--- src/rtl/koa_mult_ctrl_if.sv ---
// Bus bundle between the two requesters, the consumer, the shared Karatsuba
// multiplier and the koa_mult_ctrl arbiter/sequencer.
interface koa_mult_ctrl_if #(
  parameter int SW = 24
);
  logic              req0_i;
  logic [SW-1:0]     a0_i;
  logic [SW-1:0]     b0_i;
  logic              req1_i;
  logic [SW-1:0]     a1_i;
  logic [SW-1:0]     b1_i;
  logic [1:0]        gnt_o;
  logic              busy_o;
  logic [SW-1:0]     mul_a_o;
  logic [SW-1:0]     mul_b_o;
  logic              mul_load_o;
  logic [2*SW-1:0]   mul_result_i;
  logic [2*SW-1:0]   result_o;
  logic              owner_o;
  logic              valid_o;
  logic              ready_i;

  modport slave (
    input  req0_i, a0_i, b0_i, req1_i, a1_i, b1_i, mul_result_i, ready_i,
    output gnt_o, busy_o, mul_a_o, mul_b_o, mul_load_o, result_o, owner_o, valid_o
  );

  modport master (
    output req0_i, a0_i, b0_i, req1_i, a1_i, b1_i, mul_result_i, ready_i,
    input  gnt_o, busy_o, mul_a_o, mul_b_o, mul_load_o, result_o, owner_o, valid_o
  );
endinterface

--- src/rtl/koa_mult_ctrl.sv ---
// Round-robin front end for a shared Karatsuba multiplier: grants one of two
// requesters, waits LAT cycles for the product, and holds it until accepted.
module koa_mult_ctrl #(
  parameter int SW  = 24,
  parameter int LAT = 2
) (
  input  logic            clk,
  input  logic            rst,
  koa_mult_ctrl_if.slave  bus
);

  typedef enum logic [1:0] {IDLE, CALC, CAPT, DONE} state_t;

  state_t          state_q, state_d;
  logic [3:0]      cnt_q, cnt_d;
  logic            last_q, last_d;
  logic            own_q, own_d;
  logic            owner_q, owner_d;
  logic [SW-1:0]   a_q, a_d;
  logic [SW-1:0]   b_q, b_d;
  logic [2*SW-1:0] res_q, res_d;
  logic            win;
  logic [1:0]      gnt;
  logic            mul_load;

  // On contention the requester not served last wins; a lone request wins outright.
  assign win = (bus.req0_i && bus.req1_i) ? ~last_q : bus.req1_i;

  // NOTE: every combinational output gets a default before the case so no path
  // leaves a variable unassigned, which would otherwise infer a latch.
  always_comb begin
    state_d  = state_q;
    cnt_d    = cnt_q;
    last_d   = last_q;
    own_d    = own_q;
    owner_d  = owner_q;
    a_d      = a_q;
    b_d      = b_q;
    res_d    = res_q;
    gnt      = 2'b00;
    mul_load = 1'b0;

    unique case (state_q)
      IDLE: begin
        if (bus.req0_i || bus.req1_i) begin
          gnt[win] = 1'b1;
          last_d   = win;
          own_d    = win;
          a_d      = win ? bus.a1_i : bus.a0_i;
          b_d      = win ? bus.b1_i : bus.b0_i;
          cnt_d    = 4'(LAT);
          state_d  = CALC;
        end
      end
      CALC: begin
        cnt_d = cnt_q - 4'd1;
        if (cnt_q == 4'd1) begin
          mul_load = 1'b1;
          state_d  = CAPT;
        end
      end
      CAPT: begin
        res_d   = bus.mul_result_i;
        owner_d = own_q;
        state_d = DONE;
      end
      DONE: begin
        if (bus.ready_i) state_d = IDLE;
      end
      default: state_d = IDLE;
    endcase
  end

  // NOTE: state is updated with non-blocking assignments so every flop samples
  // the pre-edge values regardless of statement order.
  always_ff @(posedge clk or posedge rst) begin
    if (rst) begin
      state_q <= IDLE;
      cnt_q   <= '0;
      last_q  <= 1'b1;
      own_q   <= 1'b0;
      owner_q <= 1'b0;
      a_q     <= '0;
      b_q     <= '0;
      res_q   <= '0;
    end else begin
      state_q <= state_d;
      cnt_q   <= cnt_d;
      last_q  <= last_d;
      own_q   <= own_d;
      owner_q <= owner_d;
      a_q     <= a_d;
      b_q     <= b_d;
      res_q   <= res_d;
    end
  end

  // Grant is combinational from IDLE, so it is masked while reset is held.
  assign bus.gnt_o      = rst ? 2'b00 : gnt;
  assign bus.busy_o     = (state_q != IDLE);
  assign bus.mul_a_o    = a_q;
  assign bus.mul_b_o    = b_q;
  assign bus.mul_load_o = mul_load;
  assign bus.result_o   = res_q;
  assign bus.owner_o    = owner_q;
  assign bus.valid_o    = (state_q == DONE);

endmodule

--- src/flat_wrapper.sv ---
// flat-port wrapper written by rule: the top's interface ports become plain ports
module koa_mult_ctrl_flat 
#(
  parameter int SW  = 24,
  parameter int LAT = 2
)
  (clk, rst, bus_req0_i, bus_a0_i, bus_b0_i, bus_req1_i, bus_a1_i, bus_b1_i, bus_mul_result_i, bus_ready_i, bus_gnt_o, bus_busy_o, bus_mul_a_o, bus_mul_b_o, bus_mul_load_o, bus_result_o, bus_owner_o, bus_valid_o);
  koa_mult_ctrl_if #(.SW(SW)) bus_i ();
  input  logic clk;
  input  logic rst;
  input wire logic [$bits(bus_i.req0_i)-1:0] bus_req0_i;
  input wire logic [$bits(bus_i.a0_i)-1:0] bus_a0_i;
  input wire logic [$bits(bus_i.b0_i)-1:0] bus_b0_i;
  input wire logic [$bits(bus_i.req1_i)-1:0] bus_req1_i;
  input wire logic [$bits(bus_i.a1_i)-1:0] bus_a1_i;
  input wire logic [$bits(bus_i.b1_i)-1:0] bus_b1_i;
  input wire logic [$bits(bus_i.mul_result_i)-1:0] bus_mul_result_i;
  input wire logic [$bits(bus_i.ready_i)-1:0] bus_ready_i;
  output wire logic [$bits(bus_i.gnt_o)-1:0] bus_gnt_o;
  output wire logic [$bits(bus_i.busy_o)-1:0] bus_busy_o;
  output wire logic [$bits(bus_i.mul_a_o)-1:0] bus_mul_a_o;
  output wire logic [$bits(bus_i.mul_b_o)-1:0] bus_mul_b_o;
  output wire logic [$bits(bus_i.mul_load_o)-1:0] bus_mul_load_o;
  output wire logic [$bits(bus_i.result_o)-1:0] bus_result_o;
  output wire logic [$bits(bus_i.owner_o)-1:0] bus_owner_o;
  output wire logic [$bits(bus_i.valid_o)-1:0] bus_valid_o;
  assign bus_i.req0_i = bus_req0_i;
  assign bus_i.a0_i = bus_a0_i;
  assign bus_i.b0_i = bus_b0_i;
  assign bus_i.req1_i = bus_req1_i;
  assign bus_i.a1_i = bus_a1_i;
  assign bus_i.b1_i = bus_b1_i;
  assign bus_i.mul_result_i = bus_mul_result_i;
  assign bus_i.ready_i = bus_ready_i;
  assign bus_gnt_o = bus_i.gnt_o;
  assign bus_busy_o = bus_i.busy_o;
  assign bus_mul_a_o = bus_i.mul_a_o;
  assign bus_mul_b_o = bus_i.mul_b_o;
  assign bus_mul_load_o = bus_i.mul_load_o;
  assign bus_result_o = bus_i.result_o;
  assign bus_owner_o = bus_i.owner_o;
  assign bus_valid_o = bus_i.valid_o;
  koa_mult_ctrl #(.SW(SW), .LAT(LAT)) u_core (.clk(clk), .rst(rst), .bus(bus_i));
endmodule
--- config.mk ---
export PLATFORM = sky130hd
export DESIGN_NAME = koa_mult_ctrl_flat
export DESIGN_NICKNAME = d
export VERILOG_FILES = /design/src/rtl/koa_mult_ctrl_if.sv /design/src/rtl/koa_mult_ctrl.sv /design/src/flat_wrapper.sv
export SDC_FILE = /design/constraint.sdc
export NUM_CORES = 1
export LEC_CHECK = 0
export ABC_AREA = 1
export CAP_MARGIN = 40
export CORE_AREA = 2 2 112 114
export DETAILED_ROUTE_END_ITERATION = 10
export DIE_AREA = 0 0 114 116
export PLACE_DENSITY = 0.8
export SLEW_MARGIN = 15
export SYNTH_ARGS = -nofsm -noshare
export SYNTH_HDL_FRONTEND = slang
export SYNTH_SLANG_ARGS = --single-unit
--- constraint.sdc ---
create_clock -name clk -period 4.6 [get_ports clk]
set_clock_uncertainty 0.05 [all_clocks]
set_input_delay 0.69 -clock clk [delete_from_list [all_inputs] [get_ports clk]]
set_output_delay 0.69 -clock clk [all_outputs]
set_load 0.05 [all_outputs]
* Word-level counts from Yosys, hierarchy flattened *
Index checks and enable logic that the tools add are counted.

word-level totals
  output and inout bits = 102
  word-level logic and storage cells = 44
  register bits = 105

operators by class
  add/sub/neg operators = 1
  $lt $le $gt $ge = 2
  bitwise operators = 1
  equality and inequality tests = 7
  multiplexer cells = 16
  reduce and logical (&&, ||, !) cells = 9

operator list
  cell                                                      number
  2-to-1 mux 24 bit                                         2
  2-to-1 mux 2 bit                                          6
  case mux 2 bit (4 select lines)                           1
  case mux 4 bit (2 select lines)                           1
  == test 2 bit, second input constant                      2
  == test 4 x 1 -> 1 bit, second input constant             1
  2-to-1 mux 1 bit                                          4
  2-to-1 mux 4 bit                                          1
  != test 2 x 1 -> 1 bit, second input constant             2
  AND reduction 2 bit                                       2
  nonzero test 2 bit                                        2
  subtractor 4 x 1 -> 4 bit, second input constant          1
  AND reduction 3 bit                                       1
  == test 2 x 1 -> 1 bit, second input constant             1
  logical AND 1 bit                                         2
  zero test 2 bit                                           1
  < comparator 1 x 2 -> 1 bit, second input constant        1
  != test 2 bit, second input constant                      1
  demux 1 bit (select 1 bit)                                1
  greater-or-equal comparator 1 bit, second input constant  1
  logical OR 1 bit                                          1
  NOT 1 bit                                                 1

* Longest topological paths before layout *
Gate-level depths: netlist of run 1.

  depth in word-level cells = 9
  depth in mapped cells = 8
  mapped depth without buffers = 8

* Least setup slack after synthesis of run 1 *
No wires, ideal clock.

  path kind = in2out
  from = input port bus_req0_i
  to = output port bus_gnt_o[0]
  stages = 5
  buffers on the path = 1
  required time = 3.860 ns
  setup slack = 1.729 ns
  arrival = 2.131 ns
  path through = nand2_1 nand2_2 inv_2 buf_4 nor3_1

on the way
  longest elaborated chain between the ends = 9
  elaborated cells on any way between the ends = 11
  classes of those cells = order compare (2); mux (6); reduce/logical (3)

ends and longest elaborated chain
  what                                                                                                           RTL line             text
  from (decl)                                                                                                    flat_wrapper.sv:11   input wire logic [$bits(bus_i.req0_i)-1:0] bus_req0_i;
  logical AND 1 bit                                                                                              koa_mult_ctrl.sv:27  assign win = (bus.req0_i && bus.req1_i) ? ~last_q : bus.req1_i;
  2-to-1 mux 1 bit                                                                                               koa_mult_ctrl.sv:27
  < comparator 1 x 2 -> 1 bit (not written as such) / greater-or-equal comparator 1 bit (equally long branches)  koa_mult_ctrl.sv:46  gnt[win] = 1'b1;
  logical AND 1 bit (not written as such)                                                                        koa_mult_ctrl.sv:46
  2-to-1 mux 1 bit (not written as such)                                                                         koa_mult_ctrl.sv:46
  demux 1 bit (select 1 bit)                                                                                     -
  2-to-1 mux 2 bit *                                                                                             koa_mult_ctrl.sv:45  if (bus.req0_i || bus.req1_i) begin
  2-to-1 mux 2 bit *                                                                                             koa_mult_ctrl.sv:43  unique case (state_q)
  2-to-1 mux 2 bit *                                                                                             koa_mult_ctrl.sv:99  assign bus.gnt_o = rst ? 2'b00 : gnt;
  to (decl)                                                                                                      flat_wrapper.sv:19   output wire logic [$bits(bus_i.gnt_o)-1:0] bus_gnt_o;

Mark *: on every way between the ends. The rest lies on a longest branch, timed or not.

* Worst setup path after layout of run 1 *
  from = input port bus_req1_i
  to = output port bus_gnt_o[1]

on the way
  longest elaborated chain between the ends = 9
  elaborated cells on any way between the ends = 11
  classes of those cells = order compare (2); mux (6); reduce/logical (3)

ends and longest elaborated chain
  what                                                                                                           RTL line             text
  from (decl)                                                                                                    flat_wrapper.sv:14   input wire logic [$bits(bus_i.req1_i)-1:0] bus_req1_i;
  logical AND 1 bit                                                                                              koa_mult_ctrl.sv:27
  2-to-1 mux 1 bit                                                                                               koa_mult_ctrl.sv:27
  < comparator 1 x 2 -> 1 bit (not written as such) / greater-or-equal comparator 1 bit (equally long branches)  koa_mult_ctrl.sv:46
  logical AND 1 bit (not written as such)                                                                        koa_mult_ctrl.sv:46
  2-to-1 mux 1 bit (not written as such)                                                                         koa_mult_ctrl.sv:46
  demux 1 bit (select 1 bit)                                                                                     -
  2-to-1 mux 2 bit *                                                                                             koa_mult_ctrl.sv:45
  2-to-1 mux 2 bit *                                                                                             koa_mult_ctrl.sv:43
  2-to-1 mux 2 bit *                                                                                             koa_mult_ctrl.sv:99

Marked as above.

==> results of run 1 <==
## placed cells by master (no fill, tap or decap)
master | Yosys | layout
buf_12 | 0 | 3
buf_16 | 0 | 1
buf_4 | 2 | 4
bufinv_16 | 0 | 1
clkbuf_16 | 0 | 9
clkbuf_8 | 0 | 1
clkdlybuf4s50_1 | 0 | 248
clkinv_4 | 0 | 2
clkinvlp_4 | 0 | 1
dfrtp_1 | 104 | 104
dfstp_2 | 1 | 1
ha_1 | 7 | 6
ha_2 | 0 | 1
inv_1 | 33 | 32
inv_2 | 2 | 2
inv_4 | 0 | 1
inv_6 | 0 | 1
inv_8 | 0 | 1
nand2_1 | 263 | 263
nand2_2 | 1 | 1
nand3_1 | 4 | 4
nand4_1 | 3 | 3
nor2_1 | 31 | 31
nor3_1 | 1 | 1
o211ai_1 | 22 | 22
o21ai_0 | 37 | 37
o21ai_1 | 18 | 18
o21ai_4 | 1 | 1
or2_2 | 2 | 2
## per-layer routing
| layer | wire (microns) | vias up | track usage, % |
|---|---|---|---|
| li1 | - | 2218 | - |
| met1 | 5521 | 2030 | 25.92 |
| met2 | 6455 | 208 | 34.68 |
| met3 | 1156 | 13 | 4.550 |
| met4 | 191 | 0 | 5.447 |
| met5 | 0 | - | 0 |
## logic make-up (layout without fill, tap and decap cells)
group / Yosys count / count (layout) / synth area share [%]
buf+inv: 65 / 307 / 6.169
compound gates: 78 / 78 / 9.876
fa+ha+maj: 7 / 7 / 1.894
simple gates: 305 / 305 / 25.22
flops: 105 / 105 / 56.85
## power breakdown
| part | switching, mW | internal [mW] | leakage, nW | total [mW] |
|---|---|---|---|---|
| Sequential | 0.264 | 1.39 | 1.29 | 1.66 |
| Clock | 0.337 | 0.445 | 0.151 | 0.782 |
| Combinational | 2.49 | 1.19 | 2.16 | 3.69 |
## final cells by class
| cell class | instances | share of cell area, % |
|---|---|---|
| inverter | 35 | 1.768 |
| tap | 147 | 2.429 |
| sequential | 105 | 34.71 |
| clock buffer | 10 | 3.155 |
| multi-input combinational | 390 | 22.62 |
| timing repair buffer | 256 | 34.33 |
| clock inverter | 6 | 0.9912 |
## path summary, 6_finish.rpt
| check | slack, ps | startpoint | to |
|---|---|---|---|
| setup reg to reg | 2210 | u_core.state_q[0] | u_core.bus.mul_a_o[21] |
| max in group asynchronous | 3070 | rst | u_core.cnt_q[1] |
| setup / recovery | 1580 | bus_req1_i | bus_gnt_o[1] |
| hold reg to reg | 420 | u_core.bus.result_o[43] | u_core.bus.result_o[43] |
| min in group asynchronous | 800 | rst | u_core.state_q[0] |
| hold / removal | 420 | u_core.bus.result_o[43] | u_core.bus.result_o[43] |
## registers in the layout, indices dropped and copies added, names as in the netlist
register	cells
u_core.bus.result_o	48
u_core.bus.mul_a_o	24
u_core.bus.mul_b_o	24
u_core.cnt_q	4
u_core.state_q	2
u_core.bus.owner_o	1
u_core.last_q	1
u_core.own_q	1
## worst max-delay path: stages
cell and delay, ps:
clkdlybuf4s50_1 550, nand2_2 90, inv_2 380, nand2_1 160
nor2_1 220, buf_12 170
==> report_table.html, run 1 <==
<table>
<tr><th>Metric</th><th>Value</th></tr>
<tr><th colspan="2">Outcome</th></tr>
<tr><td>Result of the run</td><td>completed</td></tr>
<tr><th colspan="2">Detailed routing</th></tr>
<tr><td>Number of nets with antenna violations after routing</td><td>0</td></tr>
<tr><td>Average wire per cell in the routed design</td><td>14.04 microns</td></tr>
<tr><td>DRC marker count from the first detailed-route iteration</td><td>254</td></tr>
<tr><td>Post-detailed-routing wire length</td><td>13330 microns</td></tr>
<tr><td>Total number of vias</td><td>4469</td></tr>
<tr><td>Mean number of vias per cell</td><td>4.709</td></tr>
<tr><td>First-pass iteration count of the detailed router</td><td>4</td></tr>
<tr><td>DRC violations left</td><td>0</td></tr>
<tr><th colspan="2">Clock network</th></tr>
<tr><td>Worst-skew pair later-pin latency</td><td>330 ps</td></tr>
<tr><td>Number of sinks driven by the clock tree</td><td>105</td></tr>
<tr><td>Number of post-CTS setup repair buffers</td><td>0</td></tr>
<tr><td>Clock Tree Buf Depth</td><td>2</td></tr>
<tr><td>TritonCTS clock tree</td><td>yes</td></tr>
<tr><td>Count of hold buffers inserted by post-cts repair</td><td>0</td></tr>
<tr><td>H-tree level count</td><td>3</td></tr>
<tr><td>PostCTS Resize Cnt</td><td>0</td></tr>
<tr><td>Clock transition at path regs</td><td>60 ps</td></tr>
<tr><td>Num CTS Buffers</td><td>9</td></tr>
<tr><td>Master cell of the clock root buffer</td><td>clkbuf_16</td></tr>
<tr><th colspan="2">Layout</th></tr>
<tr><td>Post-layout nets</td><td>953</td></tr>
<tr><td>ANT cells</td><td>0</td></tr>
<tr><td>Final instance area</td><td>0.007574 sq mm</td></tr>
<tr><td>Area grow syn2layout</td><td>63.77%</td></tr>
<tr><td>Util after Layout</td><td>63.58%</td></tr>
<tr><td>Fraction of final layout cells sized beyond drive strength 1</td><td>4.115%</td></tr>
<tr><td>Filler cell count</td><td>965</td></tr>
<tr><td>Count of placed standard cells in the final layout, fillers left out</td><td>949</td></tr>
<tr><td>Multi-input gate area in the final layout</td><td>0.001713 sq mm</td></tr>
<tr><td>Sequential cell area</td><td>0.002629 sq mm</td></tr>
<tr><th colspan="2">Die</th></tr>
<tr><td>Die Width</td><td>114 microns</td></tr>
<tr><td>Effective utilization at floorplan</td><td>38.82%</td></tr>
<tr><td>Row count</td><td>40</td></tr>
<tr><td>Placeable Area</td><td>0.01191 sq mm</td></tr>
<tr><td>Y dimension of the die</td><td>116 microns</td></tr>
<tr><td>Overall die area</td><td>0.01322 sq mm</td></tr>
<tr><td>Boundary Pins</td><td>251</td></tr>
<tr><th colspan="2">Synth</th></tr>
<tr><td>Most used flip-flop cell after synthesis</td><td>dfrtp_1</td></tr>
<tr><td>Synth cell count leaders</td><td>263 x nand2_1, 104 x dfrtp_1, 37 x o21ai_0</td></tr>
<tr><td>Synthesis Warnings</td><td>0</td></tr>
<tr><td>Proportion of synthesized flip-flops having asynchronous set or reset</td><td>100.0%</td></tr>
<tr><td>Largest cells by area after synthesis</td><td>dfrtp_1 56%, nand2_1 21%, o21ai_0 4.0%</td></tr>
<tr><td>Net Count, Synth</td><td>716</td></tr>
<tr><td>Flops &amp; latches, synth</td><td>105</td></tr>
<tr><td>Share of the synthesized area in the top cell type</td><td>56.28%</td></tr>
<tr><td>Mapped Avg Cell Area</td><td>8.258 sq um</td></tr>
<tr><td>Number of enable flip-flop cells after synthesis</td><td>0</td></tr>
<tr><td>Fraction of the yosys area taken by sequential cells</td><td>56.85%</td></tr>
<tr><td>Post-Synthesis Cell Area</td><td>0.004624 sq mm</td></tr>
<tr><td>Most numerous cell in the Yosys netlist</td><td>nand2_1</td></tr>
<tr><td>Synthesized netlist cell count</td><td>560</td></tr>
<tr><td>Cell type with the highest aggregate area in the netlist</td><td>dfrtp_1</td></tr>
<tr><td>Post-synth cell types</td><td>20</td></tr>
<tr><th colspan="2">STA</th></tr>
<tr><td>Relative max-transition margin</td><td>52.60%</td></tr>
<tr><td>Number of max-slew violations in the final report</td><td>0</td></tr>
<tr><td>Setup violations, final</td><td>0</td></tr>
<tr><td>Fmax</td><td>331.7 MHz</td></tr>
<tr><td>Post-route setup TNS</td><td>0 ps</td></tr>
<tr><td>Transition time at the pin with the least slew margin</td><td>709.9 ps</td></tr>
<tr><td>Final critical-path share of the clock period</td><td>65.55%</td></tr>
<tr><td>Endpoints failing hold</td><td>0</td></tr>
<tr><td>Worst path setup slack after routing</td><td>1585 ps</td></tr>
<tr><td>Final critical delay including setup and external delays</td><td>3015 ps</td></tr>
<tr><td>RSZ-0062 raised after global routing</td><td>false</td></tr>
<tr><td>Final worst hold slack</td><td>420.9 ps</td></tr>
<tr><th colspan="2">Job</th></tr>
<tr><td>Reported max-cap violation count</td><td>0</td></tr>
<tr><th colspan="2">Global routing</th></tr>
<tr><td>Number of antenna violations at the first check in global routing</td><td>0</td></tr>
<tr><td>Wire length of the first global-routing pass</td><td>21470 microns</td></tr>
<tr><td>Pin count of the biggest net entering global routing</td><td>71</td></tr>
<tr><td>Overflow after GRT</td><td>0</td></tr>
<tr><td>Number of global-route vias before repair</td><td>4392</td></tr>
<tr><td>Aggregate global-route resource usage</td><td>20.20%</td></tr>
<tr><th colspan="2">Hold path</th></tr>
<tr><td>HP Class</td><td>flop to flop</td></tr>
<tr><td>Number of cells traversed by the worst hold path</td><td>2</td></tr>
<tr><th colspan="2">Placement</th></tr>
<tr><td>Placed cells</td><td>932</td></tr>
<tr><td>RD Place Congestion</td><td>0.8497</td></tr>
<tr><td>Setup WS pre-CTS</td><td>1559 ps</td></tr>
<tr><td>Placement-stage cell area</td><td>0.007239 sq mm</td></tr>
<tr><td>DP Wirelength</td><td>10060 microns</td></tr>
<tr><td>Buffers on Ports</td><td>250</td></tr>
<tr><th colspan="2">Critical path</th></tr>
<tr><td>Endpoint required time on the critical path</td><td>3860 ps</td></tr>
<tr><td>Critical path startpoint category</td><td>input pin</td></tr>
<tr><td>Crit-path max FO</td><td>28</td></tr>
<tr><td>R2R cell count</td><td>7</td></tr>
<tr><td>Kind of critical path</td><td>input pin to primary output</td></tr>
<tr><td>Arrival @ worst endpoint</td><td>2280 ps</td></tr>
<tr><td>CP endpoint kind</td><td>primary output</td></tr>
<tr><th colspan="2">Pwr</th></tr>
<tr><td>VDD IR-drop max</td><td>495.1 uV</td></tr>
<tr><td>Sum of internal, switching and leakage power</td><td>6.125 mW</td></tr>
<tr><td>Cell leakage power</td><td>3.598 nW</td></tr>
<tr><td>P per Cell Area</td><td>808.8 mW/mm^2</td></tr>
</table>
No activity file was read; power rests on OpenSTA's default activity.
==> inputs of run 2 (changes only) <==
==> constraint.sdc (replaced) <==
create_clock -name clk -period 3.1 [get_ports clk]
set_clock_uncertainty 0.05 [all_clocks]
set_input_delay 0.465 -clock clk [delete_from_list [all_inputs] [get_ports clk]]
set_output_delay 0.465 -clock clk [all_outputs]
set_load 0.05 [all_outputs]
==> run 2 against run 1 <==
Compared with the run above: final cell count up 0.42%; flip-flop and latch count unchanged; sequential power up 48%; sequential share of layout area is 0.26 points lower; first-iteration DRC count increased by 14%; largest power group unchanged.
==> report_table.html, run 2 (synthesis results as in run 1) <==
<table>
<tr><th>Metric</th><th>Value</th></tr>
<tr><th colspan="2">STA</th></tr>
<tr><td>Post-route setup TNS</td><td>0 ps (unchanged)</td></tr>
<tr><td>Endpoints failing hold</td><td>0 (unchanged)</td></tr>
<tr><td>Final critical-path share of the clock period</td><td>85.58%</td></tr>
<tr><td>Fmax</td><td>376.9 MHz</td></tr>
<tr><td>RSZ-0062 raised after global routing</td><td>false</td></tr>
<tr><td>Setup violations, final</td><td>0 (unchanged)</td></tr>
<tr><td>Number of max-slew violations in the final report</td><td>0 (unchanged)</td></tr>
<tr><td>Relative max-transition margin</td><td>52.33% (-0.27 points)</td></tr>
<tr><td>Transition time at the pin with the least slew margin</td><td>713.9 ps (+4.025 ps)</td></tr>
<tr><td>Final critical delay including setup and external delays</td><td>2653 ps</td></tr>
<tr><td>Final worst hold slack</td><td>422.5 ps (+1.543 ps)</td></tr>
<tr><th colspan="2">Pwr</th></tr>
<tr><td>P per Cell Area</td><td>1209 mW/mm^2 (+50%)</td></tr>
<tr><td>Cell leakage power</td><td>3.624 nW (+0.73%)</td></tr>
<tr><td>Sum of internal, switching and leakage power</td><td>9.228 mW (+51%)</td></tr>
<tr><td>VDD IR-drop max</td><td>594.2 uV (+20%)</td></tr>
<tr><th colspan="2">Die</th></tr>
<tr><td>Boundary Pins</td><td>251 (unchanged)</td></tr>
<tr><td>Overall die area</td><td>0.01322 sq mm (unchanged)</td></tr>
<tr><td>Y dimension of the die</td><td>116 microns (unchanged)</td></tr>
<tr><td>Die Width</td><td>114 microns (unchanged)</td></tr>
<tr><td>Effective utilization at floorplan</td><td>38.82% (unchanged)</td></tr>
<tr><td>Placeable Area</td><td>0.01191 sq mm (unchanged)</td></tr>
<tr><td>Row count</td><td>40 (unchanged)</td></tr>
<tr><th colspan="2">Clock network</th></tr>
<tr><td>Clock transition at path regs</td><td>70 ps (about the same)</td></tr>
<tr><td>Worst-skew pair later-pin latency</td><td>340 ps (about the same)</td></tr>
<tr><td>Num CTS Buffers</td><td>9 (unchanged)</td></tr>
<tr><td>H-tree level count</td><td>3 (unchanged)</td></tr>
<tr><td>TritonCTS clock tree</td><td>yes</td></tr>
<tr><td>Number of post-CTS setup repair buffers</td><td>0 (unchanged)</td></tr>
<tr><td>Master cell of the clock root buffer</td><td>clkbuf_16</td></tr>
<tr><td>Clock Tree Buf Depth</td><td>2 (unchanged)</td></tr>
<tr><td>Count of hold buffers inserted by post-cts repair</td><td>0 (unchanged)</td></tr>
<tr><td>PostCTS Resize Cnt</td><td>0 (unchanged)</td></tr>
<tr><td>Number of sinks driven by the clock tree</td><td>105 (unchanged)</td></tr>
<tr><th colspan="2">Layout</th></tr>
<tr><td>Number of flip-flops under the largest register name</td><td>48 (unchanged)</td></tr>
<tr><td>Count of placed standard cells in the final layout, fillers left out</td><td>953 (+0.42%)</td></tr>
<tr><td>Leading cell types in the layout, fill and taps excluded</td><td>263 x nand2_1, 248 x clkdlybuf4s50_1, 104 x dfrtp_1</td></tr>
<tr><td>Commonest non-fill, non-tap cell in the layout</td><td>nand2_1</td></tr>
<tr><td>Area grow syn2layout</td><td>65.02%</td></tr>
<tr><td>ANT cells</td><td>0 (unchanged)</td></tr>
<tr><td>Fraction of final layout cells sized beyond drive strength 1</td><td>4.591% (+0.48 points)</td></tr>
<tr><td>Util after Layout</td><td>64.07% (+0.48 points)</td></tr>
<tr><td>Post-layout nets</td><td>957 (+0.42%)</td></tr>
<tr><th colspan="2">Global routing</th></tr>
<tr><td>Wire length of the first global-routing pass</td><td>21510 microns (+0.23%)</td></tr>
<tr><td>Number of antenna violations at the first check in global routing</td><td>0 (unchanged)</td></tr>
<tr><td>Overflow after GRT</td><td>0 (unchanged)</td></tr>
<tr><td>Pin count of the biggest net entering global routing</td><td>71 (unchanged)</td></tr>
<tr><td>Number of global-route vias before repair</td><td>4462 (+1.6%)</td></tr>
<tr><td>Aggregate global-route resource usage</td><td>20.49% (+0.30 points)</td></tr>
<tr><th colspan="2">Critical path</th></tr>
<tr><td>Sequence of cells on the critical path</td><td>inv_1 -&gt; ha_1 -&gt; inv_1 -&gt; nor2_1 -&gt; clkdlybuf4s50_1</td></tr>
<tr><td>Critical Path Most Common Cell</td><td>inv_1</td></tr>
<tr><td>Crit-path max FO</td><td>7 (-75%)</td></tr>
<tr><td>R2R cell count</td><td>6 (-1)</td></tr>
<tr><td>CP max stage cell</td><td>clkdlybuf4s50_1</td></tr>
<tr><td>Endpoint required time on the critical path</td><td>2580 ps (-1280 ps)</td></tr>
<tr><td>Flop2flop setup slack</td><td>980 ps (-1230 ps)</td></tr>
<tr><td>CP endpoint kind</td><td>primary output</td></tr>
<tr><td>Worst path max stage delay</td><td>810 ps (+260 ps)</td></tr>
<tr><td>Kind of critical path</td><td>flop to primary output</td></tr>
<tr><td>Arrival @ worst endpoint</td><td>2140 ps (-140 ps)</td></tr>
<tr><td>Critical path startpoint category</td><td>flop</td></tr>
<tr><th colspan="2">Detailed routing</th></tr>
<tr><td>Post-detailed-routing wire length</td><td>13560 microns (+1.8%)</td></tr>
<tr><td>Average wire per cell in the routed design</td><td>14.23 microns (+1.4%)</td></tr>
<tr><td>Total number of vias</td><td>4546 (+1.7%)</td></tr>
<tr><td>DRC marker count from the first detailed-route iteration</td><td>290 (+14%)</td></tr>
<tr><td>Mean number of vias per cell</td><td>4.770 (+1.3%)</td></tr>
<tr><td>Number of nets with antenna violations after routing</td><td>0 (unchanged)</td></tr>
<tr><td>First-pass iteration count of the detailed router</td><td>4 (unchanged)</td></tr>
<tr><td>DRC violations left</td><td>0 (unchanged)</td></tr>
<tr><th colspan="2">Hold path</th></tr>
<tr><td>Number of cells traversed by the worst hold path</td><td>2 (unchanged)</td></tr>
<tr><td>HP Class</td><td>flop to flop</td></tr>
<tr><th colspan="2">Outcome</th></tr>
<tr><td>Result of the run</td><td>completed</td></tr>
<tr><th colspan="2">Job</th></tr>
<tr><td>Reported max-cap violation count</td><td>0 (unchanged)</td></tr>
<tr><th colspan="2">Placement</th></tr>
<tr><td>Buffers on Ports</td><td>250 (unchanged)</td></tr>
<tr><td>RD Place Congestion</td><td>0.8504 (about the same)</td></tr>
<tr><td>Placed cells</td><td>937 (+0.54%)</td></tr>
<tr><td>DP Wirelength</td><td>10380 microns (+3.1%)</td></tr>
</table>
[run 2: worst max-delay path, delay by kind of cell (launching register included)]
family	cells	cell delay, ps
adders and majority gates	1	290
and+or+nand+nor	1	110
buffers and inverters	3	980
DFF	1	420
[run 2: layer usage]
layer / part of all wire, % / up-vias / global-route usage (%)
li1: - / 2232 / -
met1: 39 / 2055 / 24.25
met2: 48 / 231 / 34.72
met3: 10 / 28 / 5.858
met4: 2.8 / 0 / 9.512
met5: 0 / - / 0
[run 2: worst paths after layout]
path | start | endpoint
worst min-delay path | u_core.bus.result_o[40] | u_core.bus.result_o[40]
min in group asynchronous | rst | u_core.bus.mul_a_o[4]
worst min register to register | u_core.bus.result_o[40] | u_core.bus.result_o[40]
max in group asynchronous | rst | u_core.bus.result_o[25]
worst max-delay path | u_core.state_q[1] | bus_mul_load_o
worst max register to register | u_core.state_q[0] | u_core.bus.mul_a_o[13]
[run 2: cell type report]
class,instances,area [sq um]
flip-flops and latches,105,2629
multi-input cells,390,1713
inverters,35,135.1
repair buffers,260,2643
fillers,963,4280
well taps,147,183.9
clock inverters,7,102.6
clock buffers,9,225.2
[run 2: power by group]
part | switching, mW | total, mW | internal [mW]
Clock | 0.513 | 1.23 | 0.716
Sequential | 0.389 | 2.45 | 2.07
Combinational | 3.74 | 5.55 | 1.80
Total | 4.65 | 9.23 | 4.58
[run 2: through the flow]
step	worst slack, ps	instance area, sq um
finish	446.9	7631
global route	307.4	7631
CTS	402.0	7631
detailed placement	635.2	7303
global placement	700.7	7256
floorplan	489.3	4628
